===== src/rtl/inst_fetch_ctrl.sv =====
// inst_fetch_ctrl: single-outstanding instruction fetch sequencer for an addr_ok/data_ok SRAM-like bus
module inst_fetch_ctrl #(
  parameter logic [15:0] TIMEOUT = 16'd0,
  parameter int          CNT_W   = 16
) (
  input  logic        clk,
  input  logic        rst_n,
  input  logic        fetch_en_i,
  input  logic [31:0] fetch_addr_i,
  input  logic        flush_i,
  input  logic        stall_i,
  output logic        inst_req,
  output logic [31:0] inst_addr,
  input  logic        inst_addr_ok,
  input  logic        inst_data_ok,
  input  logic [31:0] inst_rdata,
  output logic [31:0] inst_o,
  output logic        inst_valid_o,
  output logic        if_stallreq_o,
  output logic        timeout_o
);
  typedef enum logic [2:0] {IDLE, REQ, WAIT, HOLD, CANCEL} state_t;
  localparam logic [CNT_W-1:0] TO_LAST = CNT_W'(TIMEOUT - 16'd1);
  state_t           state, ns;
  logic [31:0]      addr_q, inst_q;
  logic [CNT_W-1:0] cnt;
  logic             waiting, entering;
  always_comb begin
    ns = state;
    case (state)
      IDLE:    ns = fetch_en_i && !flush_i ? REQ : IDLE;
      REQ:     ns = inst_addr_ok ? (flush_i ? CANCEL : WAIT) : (flush_i ? IDLE : REQ);
      WAIT:    ns = inst_data_ok ? (flush_i ? IDLE : HOLD) : (flush_i ? CANCEL : WAIT);
      HOLD:    ns = flush_i ? IDLE : stall_i ? HOLD : fetch_en_i ? REQ : IDLE;
      CANCEL:  ns = inst_data_ok ? IDLE : CANCEL;
      default: ns = IDLE;
    endcase
  end
  assign waiting  = state == WAIT || state == CANCEL;
  assign entering = (ns == WAIT || ns == CANCEL) && ns != state;
  always_ff @(posedge clk or negedge rst_n) begin
    if (!rst_n) begin
      state     <= IDLE;
      addr_q    <= '0;
      inst_q    <= '0;
      cnt       <= '0;
      timeout_o <= 1'b0;
    end else begin
      state <= ns;
      if (ns == REQ && state != REQ) addr_q <= fetch_addr_i;
      if (state == WAIT && ns == HOLD) inst_q <= inst_rdata;
      if (entering) cnt <= '0;
      else if (waiting && cnt != '1) cnt <= cnt + CNT_W'(1);
      if (TIMEOUT != 16'd0 && waiting && cnt == TO_LAST) timeout_o <= 1'b1;
    end
  end
  assign inst_req      = state == REQ;
  assign inst_addr     = addr_q;
  assign inst_valid_o  = state == HOLD;
  assign inst_o        = inst_valid_o ? inst_q : '0;
  assign if_stallreq_o = inst_req || waiting || (state == IDLE && fetch_en_i);
endmodule

===== config.mk =====
export PLATFORM = sky130hd
export DESIGN_NAME = inst_fetch_ctrl
export DESIGN_NICKNAME = d
export VERILOG_FILES = /design/src/rtl/inst_fetch_ctrl.sv
export SDC_FILE = /design/constraint.sdc
export NUM_CORES = 1
export LEC_CHECK = 0
export BUFFER_PORTS_ARGS = -buffer_cell sky130_fd_sc_hd__buf_2
export CAP_MARGIN = 20
export CORE_ASPECT_RATIO = 1.25
export CORE_MARGIN = 2
export CORE_UTILIZATION = 35
export DETAILED_ROUTE_END_ITERATION = 10
export MAX_ROUTING_LAYER = met4
export PLACE_DENSITY = 0.74
export SLEW_MARGIN = 20
export SYNTH_ARGS = -nofsm -noshare
export SYNTH_HDL_FRONTEND = slang
export SYNTH_SLANG_ARGS = --single-unit
export TNS_END_PERCENT = 5

===== constraint.sdc =====
create_clock -name clk -period 2.8 [get_ports clk]
set_input_delay 0.42 -clock clk [delete_from_list [all_inputs] [get_ports clk]]
set_output_delay 0.42 -clock clk [all_outputs]
set_load 0.05 [all_outputs]

==> impl_metrics.json, run 1 <==
{
  "status": "finished, final reports clean",
  "nFillCells": 757,
  "cts_root_buf": "clkbuf_8",
  "timing.final.crit_share": 0.8947,
  "yosysWarningCount": 1,
  "synth_compound_area_frac": 0.007792,
  "die_h_microns": 105.6,
  "cts_max_path_buffers": 2,
  "final-hold-violation-count": 0,
  "fin_crit_ps": 2505,
  "tightestPinTransition_ps": 855.1,
  "design.portCount": 139,
  "dp_hpwl_mm": 4.598,
  "ys_seq_area_frac": 0.5801,
  "relSlewSlack": 0.4300,
  "avgViaCountPerCell": 4.800,
  "rsz0062_at_grt": "false",
  "leakagePower_nw": 2.095,
  "power_density_nw_per_um2": 969.2,
  "start_util": 0.3547,
  "reg2reg_from": "state[0]$_DFF_PN0_",
  "h-tree-depth": 3,
  "synthTopCellsByArea": "dfrtp_1 (58%), mux2_2 (25%), and3_1 (6.9%)",
  "worstPathMaxFanout": 23,
  "synthAdderAreaFrac": 0,
  "overflow": 0,
  "clkTransAtPathRegs_ps": 70,
  "slew_violations": 0,
  "antenna_found_initial": 2,
  "synthXorXnorAreaFrac": 0,
  "r2r_slack_ps": 480,
  "wl_per_cell_microns": 14.26,
  "muxShareOfSynthArea": 0.2645,
  "ys_ff_latch": 67,
  "arrival_ps": 2090,
  "cts_resized": 0,
  "synth_simple_gate_area_share": 0.1087,
  "grt_pass1_vias": 2237,
  "post_cts_buffers": 0,
  "finClkSkew_ps": 10.01,
  "cts_tree": "yes",
  "drive_above_1_share": 0.6513,
  "ff2ff_path_depth": 6,
  "crit_path_start_kind": "register",
  "nNetsFinal": 413,
  "max_freq_mhz": 399.2,
  "antenna_left": 0,
  "min_path_type": "in2async",
  "netlist_instances": 205,
  "dieArea_sq_um": 9006,
  "routed_wl_mm": 6.362,
  "netlist_area_sq_um": 2890,
  "die_w_microns": 85.28,
  "grt_max_degree": 40,
  "regToRegEndpoint": "inst_addr[0]$_DFFE_PN0P_",
  "core_area_sq_um": 8148,
  "cts_buffers": 9,
  "synth_top_family_by_area": "multiplexers",
  "port_buffers": 137,
  "critPathLaunch": "state[1]$_DFF_PN0_",
  "grt_usage": 0.1490,
  "insertion_delay_ps": 340,
  "synth_area_leader_cell": "dfrtp_1",
  "cts.sinks": 67,
  "drc_errors": 0,
  "endpoint_kind": "output pin",
  "rows": 37,
  "gp_congestion": 0.7817,
  "finalSetupTns_ps": 0,
  "vias": 2141,
  "maxCapViolCount": 0,
  "syn_avg_cell_area_sq_um": 14.10,
  "final_core_util": 0.4771,
  "hold_buffers": 0,
  "path_class": "reg2out",
  "synthDistinctLibCells": 22,
  "initialDrtViolationCount": 73,
  "grt_pass1_wl_mm": 10.18,
  "area_growth_pct": 34.50,
  "setup_viol": 0,
  "netlist.area_leader.share": 0.5801,
  "required_ps": 2380,
  "synth_nets": 276,
  "first_pass_iters": 4,
  "max-vdd-ir-drop_mv": 0.6229
}
==> power by group <==
part,total [mW],switching (mW),internal (mW),leakage (nW)
logic,1.38,0.930,0.453,1.16
clock network,0.901,0.376,0.525,0.109
registers,1.48,0.170,1.31,0.830
total,3.77,1.48,2.29,2.09
==> state kept, by name (all words and copies together), names as in the netlist <==
name,count
inst_q,32
inst_addr,32
state,3
==> placed cells by master, fill, tap and decap left out, types with 2 or more instances in the layout <==
| cell type | Yosys | routed |
|---|---|---|
| and3_1 | 32 | 32 |
| nor2_1 | 4 | 4 |
| nor3_1 | 2 | 2 |
| buf_4 | 1 | 5 |
| mux2_2 | 63 | 63 |
| mux2_1 | 2 | 2 |
| clkinvlp_4 | 0 | 2 |
| nor4b_4 | 2 | 2 |
| inv_1 | 2 | 2 |
| a21oi_1 | 3 | 3 |
| clkbuf_8 | 0 | 10 |
| buf_2 | 3 | 137 |
| bufinv_16 | 0 | 2 |
| and2_1 | 2 | 2 |
| dfrtp_1 | 67 | 67 |
| diode_2 | 0 | 2 |
==> worst max-delay path, stage by stage, from the launching register on <==
cell	delay [ps]
dfrtp_1	500
nor2b_2	470
buf_4	310
and3_1	200
buf_2	260
==> per-stage QoR <==
step / hold WS, ps / instance area [sq um] / power (mW) / std cells / setup slack [ps]
2_1_floorplan: 124.4 / 2890 / 2.542 / 205 / 602.8
3_3_place_gp: 467.9 / 3656 / 2.855 / 428 / 537.0
3_5_place_dp: 489.7 / 3656 / 2.900 / 428 / 486.3
4_1_cts: 207.5 / 3882 / 3.816 / 444 / 268.2
5_1_grt: 241.2 / 3887 / 3.964 / 446 / 98.54
6_report: 183.3 / 3887 / 3.768 / 446 / 294.7
==> worst max path at each step <==
stage / end / slack [ps] / cells after the start
finish: inst_o[2] / 290 / 4
detailed placement: inst_addr[23]$_DFFE_PN0P_ / 490 / 6
global placement: inst_addr[23]$_DFFE_PN0P_ / 540 / 6
CTS: inst_o[2] / 270 / 4
global route: inst_o[29] / 100 / 4
floorplan: if_stallreq_o / 600 / 4
==> cell usage after synthesis, drive strengths merged <==
library cell,number
nand2b,1
nand2,1
nor2,4
mux2,65
mux2i,1
dfrtp,67
a21oi,3
inv,2
nor2b,2
and2,2
clkbuf,9
o31ai,1
conb,1
buf,8
nand4,1
and3,32
mux4,1
nor3,2
nor4b,2
==> cells by family (layout without fill, tap and decap cells) <==
family | after synthesis | after routing
muxes | 67 | 67
other | 1 | 3
AOI/OAI and AO/OA | 4 | 4
DFF | 67 | 67
buffers and inverters | 19 | 161
and+or+nand+nor | 47 | 47
==> per-layer routing <==
metal  share of wire  GRT usage  up-vias
met1            0.40     0.1707     1052
met5               0          -        -
li1                -          -      996
met2            0.50     0.2349       83
met4           0.017    0.06122        0
met3           0.084    0.05560       10
==> final cells by class <==
| cell class | count | area (sq um) | share of cell area |
|---|---|---|---|
| sequential | 67 | 1677 | 0.4313 |
| multi-input combinational | 119 | 1107 | 0.2848 |
| timing repair buffer | 143 | 743.2 | 0.1912 |
| clock buffer | 10 | 137.6 | 0.03540 |
| tap | 97 | 121.4 | 0.03122 |
| clock inverter | 6 | 88.84 | 0.02285 |
| inverter | 2 | 7.507 | 0.001931 |
| antenna | 2 | 5.005 | 0.001287 |
Power figures use the tool's default switching activity.
==> inputs of run 2 (changes only) <==
--- a/config.mk
+++ b/config.mk
@@ -8,11 +8,11 @@
 export BUFFER_PORTS_ARGS = -buffer_cell sky130_fd_sc_hd__buf_2
 export CAP_MARGIN = 20
 export CORE_ASPECT_RATIO = 1.25
-export CORE_MARGIN = 2
+export CORE_MARGIN = 4
 export CORE_UTILIZATION = 35
 export DETAILED_ROUTE_END_ITERATION = 10
 export MAX_ROUTING_LAYER = met4
-export PLACE_DENSITY = 0.74
+export PLACE_DENSITY = 0.71
 export SLEW_MARGIN = 20
 export SYNTH_ARGS = -nofsm -noshare
 export SYNTH_HDL_FRONTEND = slang
==> impl_metrics.json, run 2 (synthesized netlist as in run 1, its figures left out) <==
{
  "timing.final.crit_share": 0.9046,
  "cts_tree": "yes",
  "clkTransAtPathRegs_ps": 70,
  "worst-path-buf-inv": 2,
  "relSlewSlack": 0.4361,
  "grt_usage": 0.1463,
  "power_density_nw_per_um2": 935.1,
  "layout_common_cells": "buf_2 (137), dfrtp_1 (67), mux2_2 (63), and3_1 (32), clkbuf_8 (11)",
  "path_class": "reg2out",
  "crit_path_start_kind": "register",
  "cts.sinks": 67,
  "finalPower_mw": 3.571,
  "drc_errors": 0,
  "initialDrtViolationCount": 48,
  "status": "finished, final reports clean",
  "rows": 36,
  "hold_buffers": 0,
  "antenna_found_initial": 2,
  "met3_usage": 0.04498,
  "maxCapViolCount": 0,
  "fin_cells": 444,
  "dieArea_sq_um": 9785,
  "grt_pass1_wl_mm": 10.57,
  "final-hold-violation-count": 0,
  "max_stage_delay_ps": 500,
  "arrival_ps": 2110,
  "gp_congestion": 0.7751,
  "drive_above_1_share": 0.6427,
  "fin_crit_ps": 2533,
  "finalSetupTns_ps": 0,
  "use_met1": 0.1826,
  "insertion_delay_ps": 340,
  "die_w_microns": 89.28,
  "grt_pass1_vias": 2166,
  "routed_wl_mm": 6.557,
  "path_cells": "nor2b_2 > buf_4 > and3_1 > buf_2",
  "placed_cells": 426,
  "nNetsFinal": 413,
  "core_area_sq_um": 7928,
  "dp_hpwl_mm": 4.741,
  "cts_resized": 0,
  "die_h_microns": 109.6,
  "worstPathMaxFanout": 22,
  "critPathSlowestCell": "dfrtp_1",
  "overflow": 0,
  "port_buffers": 137,
  "grt_use_met2": 0.2187,
  "rsz0062_at_grt": "false",
  "final_common_cell": "buf_2",
  "endpoint_kind": "output pin",
  "grt_max_degree": 68,
  "antenna_left": 0,
  "area_growth_pct": 32.12,
  "min_path_type": "in2async",
  "slew_violations": 0,
  "start_util": 0.3646,
  "cts_buffers": 9,
  "post_cts_buffers": 0,
  "setup_viol": 0,
  "first_pass_iters": 4,
  "max_freq_mhz": 394.8,
  "busiest_layer": "met2",
  "design.portCount": 139,
  "vias": 2100,
  "required_ps": 2380,
  "cts_max_path_buffers": 2,
  "leakagePower_nw": 2.075,
  "avgViaCountPerCell": 4.730,
  "cts_root_buf": "clkbuf_8",
  "h-tree-depth": 3,
  "path_delay_family": "simple AND/OR/NAND/NOR gates",
  "tightestPinTransition_ps": 845.9,
  "finClkSkew_ps": 8.435,
  "wl_per_cell_microns": 14.77,
  "max-vdd-ir-drop_mv": 0.5773
}
run 2: changes by cell type in the layout (fill, tap and decap cells not counted), sizes merged:
cell | previous run | this run
clkbuf | 10 | 14
clkinvlp | 2 | 0
bufinv | 2 | 0
run 2: where the power goes:
| part | leakage (nW) | total (mW) | internal, mW | switching (mW) |
|---|---|---|---|---|
| logic | 1.15 | 1.38 | 0.452 | 0.932 |
| registers | 0.830 | 1.48 | 1.31 | 0.168 |
| clock network | 0.0905 | 0.705 | 0.368 | 0.337 |
| total | 2.07 | 3.57 | 2.13 | 1.44 |
run 2: area by class of cell:
class / instances / area, sq um
diodes: 2 / 5.005
clock buffers: 14 / 162.7
clock inverters: 2 / 10.01
fillers: 740 / 4109
inverters: 2 / 7.507
multi-input cells: 119 / 1107
flip-flops and latches: 67 / 1677
well taps: 95 / 118.9
repair buffers: 143 / 730.7
run 2: metrics by stage:
stage / hold WS, ps / instance area [sq um] / setup slack, ps / util
floorplan: 124.4 / 2890 / 602.8 / -
global placement: 461.0 / 3641 / 549.1 / 0.4593
detailed placement: 470.3 / 3641 / 538.2 / 0.4593
CTS: 268.0 / 3814 / 231.1 / 0.4811
global route: 280.3 / 3819 / 61.97 / 0.4817
finish: 249.8 / 3819 / 267.1 / 0.4817
run 2: routing by layer:
metal | share of wire | wire length, microns | vias up
li1 | - | - | 1000
met1 | 0.40 | 2650 | 1012
met2 | 0.50 | 3264 | 78
met3 | 0.080 | 526 | 10
met4 | 0.018 | 116 | 0
met5 | 0 | 0 | -
run 2: final timing paths:
check	from	endpoint	slack [ps]	cells after the start
max	state[1]$_DFF_PN0_	inst_o[0]	270	4
min	rst_n	inst_q[23]$_DFFE_PN0P_	250	2
max reg2reg	state[0]$_DFF_PN0_	inst_addr[30]$_DFFE_PN0P_	550	4
min reg2reg	inst_q[14]$_DFFE_PN0P_	inst_q[14]$_DFFE_PN0P_	480	1
max in group asynchronous	rst_n	inst_q[24]$_DFFE_PN0P_	1970	2
min in group clk	inst_data_ok	state[2]$_DFF_PN0_	290	2
run 2: worst register-to-register path, cell delays in order (launching register included):
cell and delay, ps:
dfrtp_1 670, mux4_2 440, nor4b_4 220, buf_4 390, mux2_2 410
